File: config.mk
export PLATFORM = sky130hd
export DESIGN_NAME = starfield_mixer_flat
export DESIGN_NICKNAME = d
export VERILOG_FILES = /design/src/rtl/starfield_mixer_pkg.sv /design/src/rtl/starfield_mixer_if.sv /design/src/rtl/starfield_fade_ctrl.sv /design/src/rtl/starfield_mixer.sv /design/src/flat_wrapper.sv
export SDC_FILE = /design/constraint.sdc
export NUM_CORES = 1
export LEC_CHECK = 0
export ABC_AREA = 1
export CAP_MARGIN = 20
export CORE_ASPECT_RATIO = 0.75
export CORE_UTILIZATION = 67
export DETAILED_ROUTE_END_ITERATION = 10
export PLACE_DENSITY = 0.88
export SLEW_MARGIN = 10
export SYNTH_ARGS = -nofsm -noshare
export SYNTH_HDL_FRONTEND = slang
export SYNTH_HIERARCHICAL = 1
export SYNTH_SLANG_ARGS = --single-unit
File: constraint.sdc
create_clock -name clk -period 22.1 [get_ports clk]
set_input_delay 4.42 -clock clk [delete_from_list [all_inputs] [get_ports clk]]
set_output_delay 4.42 -clock clk [all_outputs]
set_load 0.05 [all_outputs]
File: src/rtl/starfield_mixer_pkg.sv
// Shared constants, fade FSM encoding and colour helpers for the starfield mixer.
package starfield_mixer_pkg;

  localparam int unsigned ADDR_W = 2;
  localparam int unsigned DATA_W = 8;
  localparam int unsigned CHAN_W = 8;
  localparam int unsigned RGB_W  = 3 * CHAN_W;
  localparam int unsigned RATE_W = 4;

  localparam logic [ADDR_W-1:0] ADDR_TINT    = 2'd0;
  localparam logic [ADDR_W-1:0] ADDR_THRESH  = 2'd1;
  localparam logic [ADDR_W-1:0] ADDR_FADE    = 2'd2;
  localparam logic [ADDR_W-1:0] ADDR_TWINKLE = 2'd3;

  localparam logic [CHAN_W-1:0] FADE_STEP_DEFAULT  = 8'd17;
  localparam logic [DATA_W-1:0] TINT_RESET_DEFAULT = 8'hFF;

  typedef enum logic [1:0] {
    IDLE_OFF   = 2'd0,
    FADING_IN  = 2'd1,
    IDLE_ON    = 2'd2,
    FADING_OUT = 2'd3
  } fade_state_t;

  typedef struct packed {
    logic [CHAN_W-1:0] r;
    logic [CHAN_W-1:0] g;
    logic [CHAN_W-1:0] b;
  } rgb888_t;

  // Bit-replicating RGB332 -> RGB888 expansion so full-scale maps to 8'hFF.
  function automatic rgb888_t expand_rgb332(input logic [DATA_W-1:0] c);
    rgb888_t o;
    o.r = {c[7:5], c[7:5], c[7:6]};
    o.g = {c[4:2], c[4:2], c[4:3]};
    o.b = {c[1:0], c[1:0], c[1:0], c[1:0]};
    return o;
  endfunction

endpackage

File: src/rtl/starfield_mixer_if.sv
// Pixel stream, frame timing and CPU register bus of the starfield mixer.
interface starfield_mixer_if;
  import starfield_mixer_pkg::*;

  logic              en;
  logic              vblank;
  logic              sf_on;
  logic [CHAN_W-1:0] sf_star;
  logic              fg_on;
  logic [RGB_W-1:0]  fg_rgb;
  logic [ADDR_W-1:0] addr;
  logic [DATA_W-1:0] data_in;
  logic              write;
  logic [RGB_W-1:0]  rgb_out;
  logic              fade_done;

  modport master (
    output en, vblank, sf_on, sf_star, fg_on, fg_rgb, addr, data_in, write,
    input  rgb_out, fade_done
  );

  modport slave (
    input  en, vblank, sf_on, sf_star, fg_on, fg_rgb, addr, data_in, write,
    output rgb_out, fade_done
  );
endinterface

File: src/rtl/starfield_fade_ctrl.sv
// Frame tick detection, frame counter and the per-frame fade level state machine.
module starfield_fade_ctrl
  import starfield_mixer_pkg::*;
#(
  parameter logic [CHAN_W-1:0] FADE_STEP = FADE_STEP_DEFAULT
) (
  input  logic              clk,
  input  logic              rst_n,
  input  logic              vblank,
  input  logic              cmd_wr,
  input  logic              cmd_target,
  input  logic [RATE_W-1:0] cmd_rate,
  output logic [CHAN_W-1:0] fade_level,
  output logic [7:0]        frame_cnt,
  output logic              fade_done
);

  fade_state_t       state_q, state_d;
  logic [CHAN_W-1:0] level_q, level_d;
  logic [RATE_W-1:0] step_q, step_d;
  logic [RATE_W-1:0] rate_q, rate_d;
  logic [7:0]        frame_q, frame_d;
  logic              vblank_q;

  logic              tick_c;
  logic              fading_c;
  logic              same_idle_c;
  logic [RATE_W:0]   step_inc_c;
  logic [CHAN_W:0]   level_up_c;

  assign tick_c      = vblank && !vblank_q;
  assign fading_c    = (state_q == FADING_IN) || (state_q == FADING_OUT);
  assign same_idle_c = (state_q == IDLE_ON && cmd_target) || (state_q == IDLE_OFF && !cmd_target);
  assign step_inc_c  = (RATE_W+1)'(step_q) + (RATE_W+1)'(1);
  assign level_up_c  = (CHAN_W+1)'(level_q) + (CHAN_W+1)'(FADE_STEP);

  // Next-state: a command write wins over a coincident tick; ticks step only while fading.
  always_comb begin
    state_d = state_q;
    level_d = level_q;
    step_d  = step_q;
    rate_d  = rate_q;
    frame_d = tick_c ? frame_q + 8'd1 : frame_q;
    if (cmd_wr) begin
      if (cmd_rate == '0) begin
        level_d = cmd_target ? 8'hFF : 8'h00;
        state_d = cmd_target ? IDLE_ON : IDLE_OFF;
        rate_d  = cmd_rate;
        step_d  = '0;
      end else if (!same_idle_c) begin
        state_d = cmd_target ? FADING_IN : FADING_OUT;
        rate_d  = cmd_rate;
        step_d  = '0;
      end
    end else if (tick_c && fading_c) begin
      if (step_inc_c == (RATE_W+1)'(rate_q)) begin
        step_d = '0;
        if (state_q == FADING_IN) begin
          if (level_up_c >= (CHAN_W+1)'(255)) begin
            level_d = 8'hFF;
            state_d = IDLE_ON;
          end else begin
            level_d = level_up_c[CHAN_W-1:0];
          end
        end else begin
          if (level_q <= FADE_STEP) begin
            level_d = 8'h00;
            state_d = IDLE_OFF;
          end else begin
            level_d = level_q - FADE_STEP;
          end
        end
      end else begin
        step_d = step_inc_c[RATE_W-1:0];
      end
    end
  end

  // State and counter registers.
  always_ff @(posedge clk or negedge rst_n) begin
    if (!rst_n) begin
      state_q  <= IDLE_OFF;
      level_q  <= '0;
      step_q   <= '0;
      rate_q   <= '0;
      frame_q  <= '0;
      vblank_q <= 1'b0;
    end else begin
      state_q  <= state_d;
      level_q  <= level_d;
      step_q   <= step_d;
      rate_q   <= rate_d;
      frame_q  <= frame_d;
      vblank_q <= vblank;
    end
  end

  assign fade_level = level_q;
  assign frame_cnt  = frame_q;
  assign fade_done  = (state_q == IDLE_OFF) || (state_q == IDLE_ON);

endmodule

File: src/rtl/starfield_mixer.sv
// Starfield pixel pipeline: threshold, twinkle, fade and tint, composited under foreground.
module starfield_mixer
  import starfield_mixer_pkg::*;
#(
  parameter logic [CHAN_W-1:0] FADE_STEP  = FADE_STEP_DEFAULT,
  parameter logic [DATA_W-1:0] TINT_RESET = TINT_RESET_DEFAULT
) (
  input logic               clk,
  input logic               rst_n,
  starfield_mixer_if.slave  bus
);

  logic [DATA_W-1:0] tint_q;
  logic [DATA_W-1:0] thresh_q;
  logic              twinkle_q;

  logic [CHAN_W-1:0] fade_level;
  logic [7:0]        frame_cnt;
  logic              fade_done;
  logic              fade_wr_c;

  logic              s1_valid_q;
  logic [CHAN_W-1:0] level1_q;
  logic              fg_on1_q;
  logic [RGB_W-1:0]  fg_rgb1_q;
  logic [RGB_W-1:0]  rgb_out_q;

  logic              twinkle_hit_c;
  logic              star_ok_c;
  logic [15:0]       fade_prod_c;
  logic [CHAN_W-1:0] lvl2_c;
  rgb888_t           tint8_c;
  logic [15:0]       r_prod_c, g_prod_c, b_prod_c;
  logic [RGB_W-1:0]  star_rgb_c;
  logic              unused_frame_bits;

  assign fade_wr_c = bus.write && (bus.addr == ADDR_FADE);

  // CPU register writes, taken regardless of pixel enable.
  always_ff @(posedge clk or negedge rst_n) begin
    if (!rst_n) begin
      tint_q    <= TINT_RESET;
      thresh_q  <= '0;
      twinkle_q <= 1'b0;
    end else if (bus.write) begin
      case (bus.addr)
        ADDR_TINT:    tint_q    <= bus.data_in;
        ADDR_THRESH:  thresh_q  <= bus.data_in;
        ADDR_TWINKLE: twinkle_q <= bus.data_in[0];
        default:      ;
      endcase
    end
  end

  starfield_fade_ctrl #(
    .FADE_STEP (FADE_STEP)
  ) u_fade (
    .clk        (clk),
    .rst_n      (rst_n),
    .vblank     (bus.vblank),
    .cmd_wr     (fade_wr_c),
    .cmd_target (bus.data_in[0]),
    .cmd_rate   (bus.data_in[7:4]),
    .fade_level (fade_level),
    .frame_cnt  (frame_cnt),
    .fade_done  (fade_done)
  );

  assign unused_frame_bits = ^{frame_cnt[7:6], frame_cnt[2:0]};

  // Stage 1 gating: threshold plus a twinkle phase that rotates every 8 frames.
  assign twinkle_hit_c = twinkle_q && (3'(bus.sf_star[7:5] + frame_cnt[5:3]) == 3'd0);
  assign star_ok_c     = bus.sf_on && (bus.sf_star >= thresh_q) && !twinkle_hit_c;

  // Stage 1 registers.
  always_ff @(posedge clk or negedge rst_n) begin
    if (!rst_n) begin
      s1_valid_q <= 1'b0;
      level1_q   <= '0;
      fg_on1_q   <= 1'b0;
      fg_rgb1_q  <= '0;
    end else if (bus.en) begin
      s1_valid_q <= 1'b1;
      level1_q   <= star_ok_c ? bus.sf_star : '0;
      fg_on1_q   <= bus.fg_on;
      fg_rgb1_q  <= bus.fg_rgb;
    end
  end

  // Stage 2 fade and tint, using live fade level and tint.
  assign fade_prod_c = 16'(level1_q) * 16'(fade_level);
  assign lvl2_c      = fade_prod_c[15:8];
  assign tint8_c     = expand_rgb332(tint_q);
  assign r_prod_c    = 16'(lvl2_c) * 16'(tint8_c.r);
  assign g_prod_c    = 16'(lvl2_c) * 16'(tint8_c.g);
  assign b_prod_c    = 16'(lvl2_c) * 16'(tint8_c.b);
  assign star_rgb_c  = {r_prod_c[15:8], g_prod_c[15:8], b_prod_c[15:8]};

  // Stage 2 output register: foreground over tinted star.
  always_ff @(posedge clk or negedge rst_n) begin
    if (!rst_n) begin
      rgb_out_q <= '0;
    end else if (bus.en) begin
      if (fg_on1_q) begin
        rgb_out_q <= fg_rgb1_q;
      end else if (s1_valid_q) begin
        rgb_out_q <= star_rgb_c;
      end else begin
        rgb_out_q <= '0;
      end
    end
  end

  assign bus.rgb_out   = rgb_out_q;
  assign bus.fade_done = fade_done;

endmodule

File: src/flat_wrapper.sv
// flat-port wrapper written by rule: the top's interface ports become plain ports
module starfield_mixer_flat import starfield_mixer_pkg::*;
#(
  parameter logic [CHAN_W-1:0] FADE_STEP  = FADE_STEP_DEFAULT,
  parameter logic [DATA_W-1:0] TINT_RESET = TINT_RESET_DEFAULT
)
  (clk, rst_n, bus_en, bus_vblank, bus_sf_on, bus_sf_star, bus_fg_on, bus_fg_rgb, bus_addr, bus_data_in, bus_write, bus_rgb_out, bus_fade_done);
  starfield_mixer_if bus_i ();
  input logic clk;
  input logic rst_n;
  input wire logic [$bits(bus_i.en)-1:0] bus_en;
  input wire logic [$bits(bus_i.vblank)-1:0] bus_vblank;
  input wire logic [$bits(bus_i.sf_on)-1:0] bus_sf_on;
  input wire logic [$bits(bus_i.sf_star)-1:0] bus_sf_star;
  input wire logic [$bits(bus_i.fg_on)-1:0] bus_fg_on;
  input wire logic [$bits(bus_i.fg_rgb)-1:0] bus_fg_rgb;
  input wire logic [$bits(bus_i.addr)-1:0] bus_addr;
  input wire logic [$bits(bus_i.data_in)-1:0] bus_data_in;
  input wire logic [$bits(bus_i.write)-1:0] bus_write;
  output wire logic [$bits(bus_i.rgb_out)-1:0] bus_rgb_out;
  output wire logic [$bits(bus_i.fade_done)-1:0] bus_fade_done;
  assign bus_i.en = bus_en;
  assign bus_i.vblank = bus_vblank;
  assign bus_i.sf_on = bus_sf_on;
  assign bus_i.sf_star = bus_sf_star;
  assign bus_i.fg_on = bus_fg_on;
  assign bus_i.fg_rgb = bus_fg_rgb;
  assign bus_i.addr = bus_addr;
  assign bus_i.data_in = bus_data_in;
  assign bus_i.write = bus_write;
  assign bus_rgb_out = bus_i.rgb_out;
  assign bus_fade_done = bus_i.fade_done;
  starfield_mixer #(.FADE_STEP(FADE_STEP), .TINT_RESET(TINT_RESET)) u_core (.clk(clk), .rst_n(rst_n), .bus(bus_i));
endmodule
==> results.cfg <==
[cts]
cts_tree = built
clkTransAtPathRegs_ns = 0.08
hold_buffers = 0
clock-sinks = 100
clockRootBuffer = clkbuf_16
cts_setup_buffers = 0
clkLatencyLatePin_ns = 0.36
cts_max_path_buffers = 2
ctsResizeCount = 0
ctsHtreeMaxLevel = 3
cts_buffers = 9

[worst_setup_path]
worstSetupPathType = register to register
worst_setup_path_start_kind = register
path_buf_inv = 7
cp-end-kind = register
worstPathMaxFanout = 18
worstPathArrival_ns = 9.23
rrSetupSlack_ns = 13.15
crit_family = adder cells
cp_common_cell = fa_1
critPathSlowestCell = dfrtp_1
worstPathRequired_ns = 22.38
slowest_delay_ns = 0.74

[die]
fp-row-count = 42
dieWidth_microns = 158
io_pins = 74
die_h_microns = 119
coreArea_sq_um = 17700
dieArea_sq_um = 18700
start_util_pct = 68.8

[power]
pwr-share-clk_pct = 11.2
p_comb_share_pct = 69.1
total_power_w = 0.00150
leakage_nw = 7.77
peakVddDrop_uv = 64.5
netSwitchingFraction_pct = 53.5
p_int_w = 0.000698
pwr_density_cell_nw_per_um2 = 112
p_sw_w = 0.000802
seq_power_share_pct = 19.6

[routing]
drt_iter0_drc = 892
routedWlPerCell_microns = 15.4
dr.pass1.iters = 5
drc = 0
vias = 10400
ant_nets = 0
finalWirelength_microns = 28500
vias_per_cell = 5.59

[flow_run]
maxCapViolations = 0

[global_route]
grt_pass1_vias = 10400
grt_start_max_net_pins = 76
track_usage_pct = 32.9
grt-ovfl-total = 0
grt_pass1_wl_microns = 48400
antenna_found_initial = 0

[sta]
rsz0062_at_grt = false
period_minus_slack_ns = 8.95
slew_headroom_pct = 33.8
worstMarginPinSlew_ns = 0.993
slew_viol_final = 0
fmaxAchievable_mhz = 112
finClkSkew_ns = 0.00818
fin_crit_sh_pct = 40.5
hold_violations = 0
tns_ns = 0
fin_ws_ns = 13.15
setup_viol = 0

[min_path]
hold_class = register to register

[placement]
hpwl_microns = 22900
place_ws_ns = 13.28
gp_congestion = 0.920
numPortBuffers = 73

[cells_and_area]
fillCellCount = 1282
diodes = 0
area_growth_pct = 10.1
nets = 1929
drive_above_1_share_pct = 7.20

[synth]
syn_avg_cell_area_sq_um = 7.83
yosys_warnings = 6
synth_area_sq_um = 12200
syn_inst = 1555
synth_nets = 1877

[status]
run_status = finished, final reports clean
==> per-layer routing <==
metal | GRT usage, % | wire length (microns) | vias to the layer above
met5 | 0 | 0 | -
met1 | 46.4 | 12300 | 5008
li1 | - | - | 4871
met4 | 8.50 | 521 | 0
met2 | 52.5 | 13300 | 430
met3 | 5.87 | 2310 | 59
==> registers in the layout (all words and copies together), names as in the netlist, 6 cells and up <==
register	count
u_core/bus.rgb_out	24
u_core/fg_rgb1_q	24
u_core/level1_q	8
u_core/thresh_q	8
u_core/tint_q	8
u_core/u_fade/fade_level	8
u_core/u_fade/frame_cnt	6
==> final cells by class <==
type | count | area, sq um | area share, %
Sequential cell | 100 | 2510 | 18.7
Inverter | 355 | 1330 | 9.94
Tap cell | 242 | 303 | 2.26
Multi-Input combinational cell | 1065 | 8200 | 61.1
Clock inverter | 7 | 93.8 | 0.700
Clock buffer | 9 | 225 | 1.68
Timing Repair Buffer | 76 | 746 | 5.56
==> final timing paths <==
check,end,cells past startpoint,start
max in group asynchronous,u_core/u_fade/state_q[0],2,rst_n
min in group asynchronous,u_core/bus.rgb_out[7],1,rst_n
worst min register to register,u_core/fg_rgb1_q[13],2,u_core/fg_rgb1_q[13]
worst min-delay path,u_core/fg_rgb1_q[13],2,u_core/fg_rgb1_q[13]
worst max register to register,u_core/bus.rgb_out[14],37,u_core/u_fade/fade_level[2]
worst max-delay path,u_core/bus.rgb_out[14],37,u_core/u_fade/fade_level[2]
==> cells in the final DEF (no fill, tap or decap), drive strengths merged, types with 3 or more instances in the layout <==
cell           instances
a21o                   6
dfrtp                 92
ha                   153
o21bai                 7
nand4                 11
xnor2                 14
xor2                  19
o21ai                 64
nor3                   5
nand2                345
a21oi                 93
clkbuf                 9
a21boi                 9
clkdlybuf4s50         71
nor2                 128
fa                   120
or2                    9
inv                  357
a31oi                  3
o31ai                  3
o21a                   3
nand3b                 7
dfstp                  8
buf                    5
clkinv                 3
nand3                 54
==> stage by stage <==
stage | hold WS (ns) | instance area, sq um | util [%] | cells
3_5_place_dp | 0.456 | 13100 | 73.9 | 1838
2_1_floorplan | 0.414 | 12200 | - | 1555
4_1_cts | 0.473 | 13400 | 75.7 | 1854
5_1_grt | 0.489 | 13400 | 75.7 | 1854
3_3_place_gp | 0.434 | 13100 | 73.9 | 1838
6_report | 0.476 | 13400 | 75.7 | 1854
==> tightest hold or removal path: cells and delay by family, from the launching register on <==
kind	cells	cell delay, ns
and+or+nand+nor	2	0.10
DFF	1	0.35
==> power by group through the flow <==
stage	sequential (W)	combinational (W)	clock (W)
detailed placement	0.000295	0.00100	0
global route	0.000301	0.00117	0.000178
global placement	0.000293	0.000938	0
CTS	0.000293	0.00103	0.000170
finish	0.000295	0.00104	0.000168
floorplan	0.000302	0.000730	0
(Power assumes the default switching activity.)
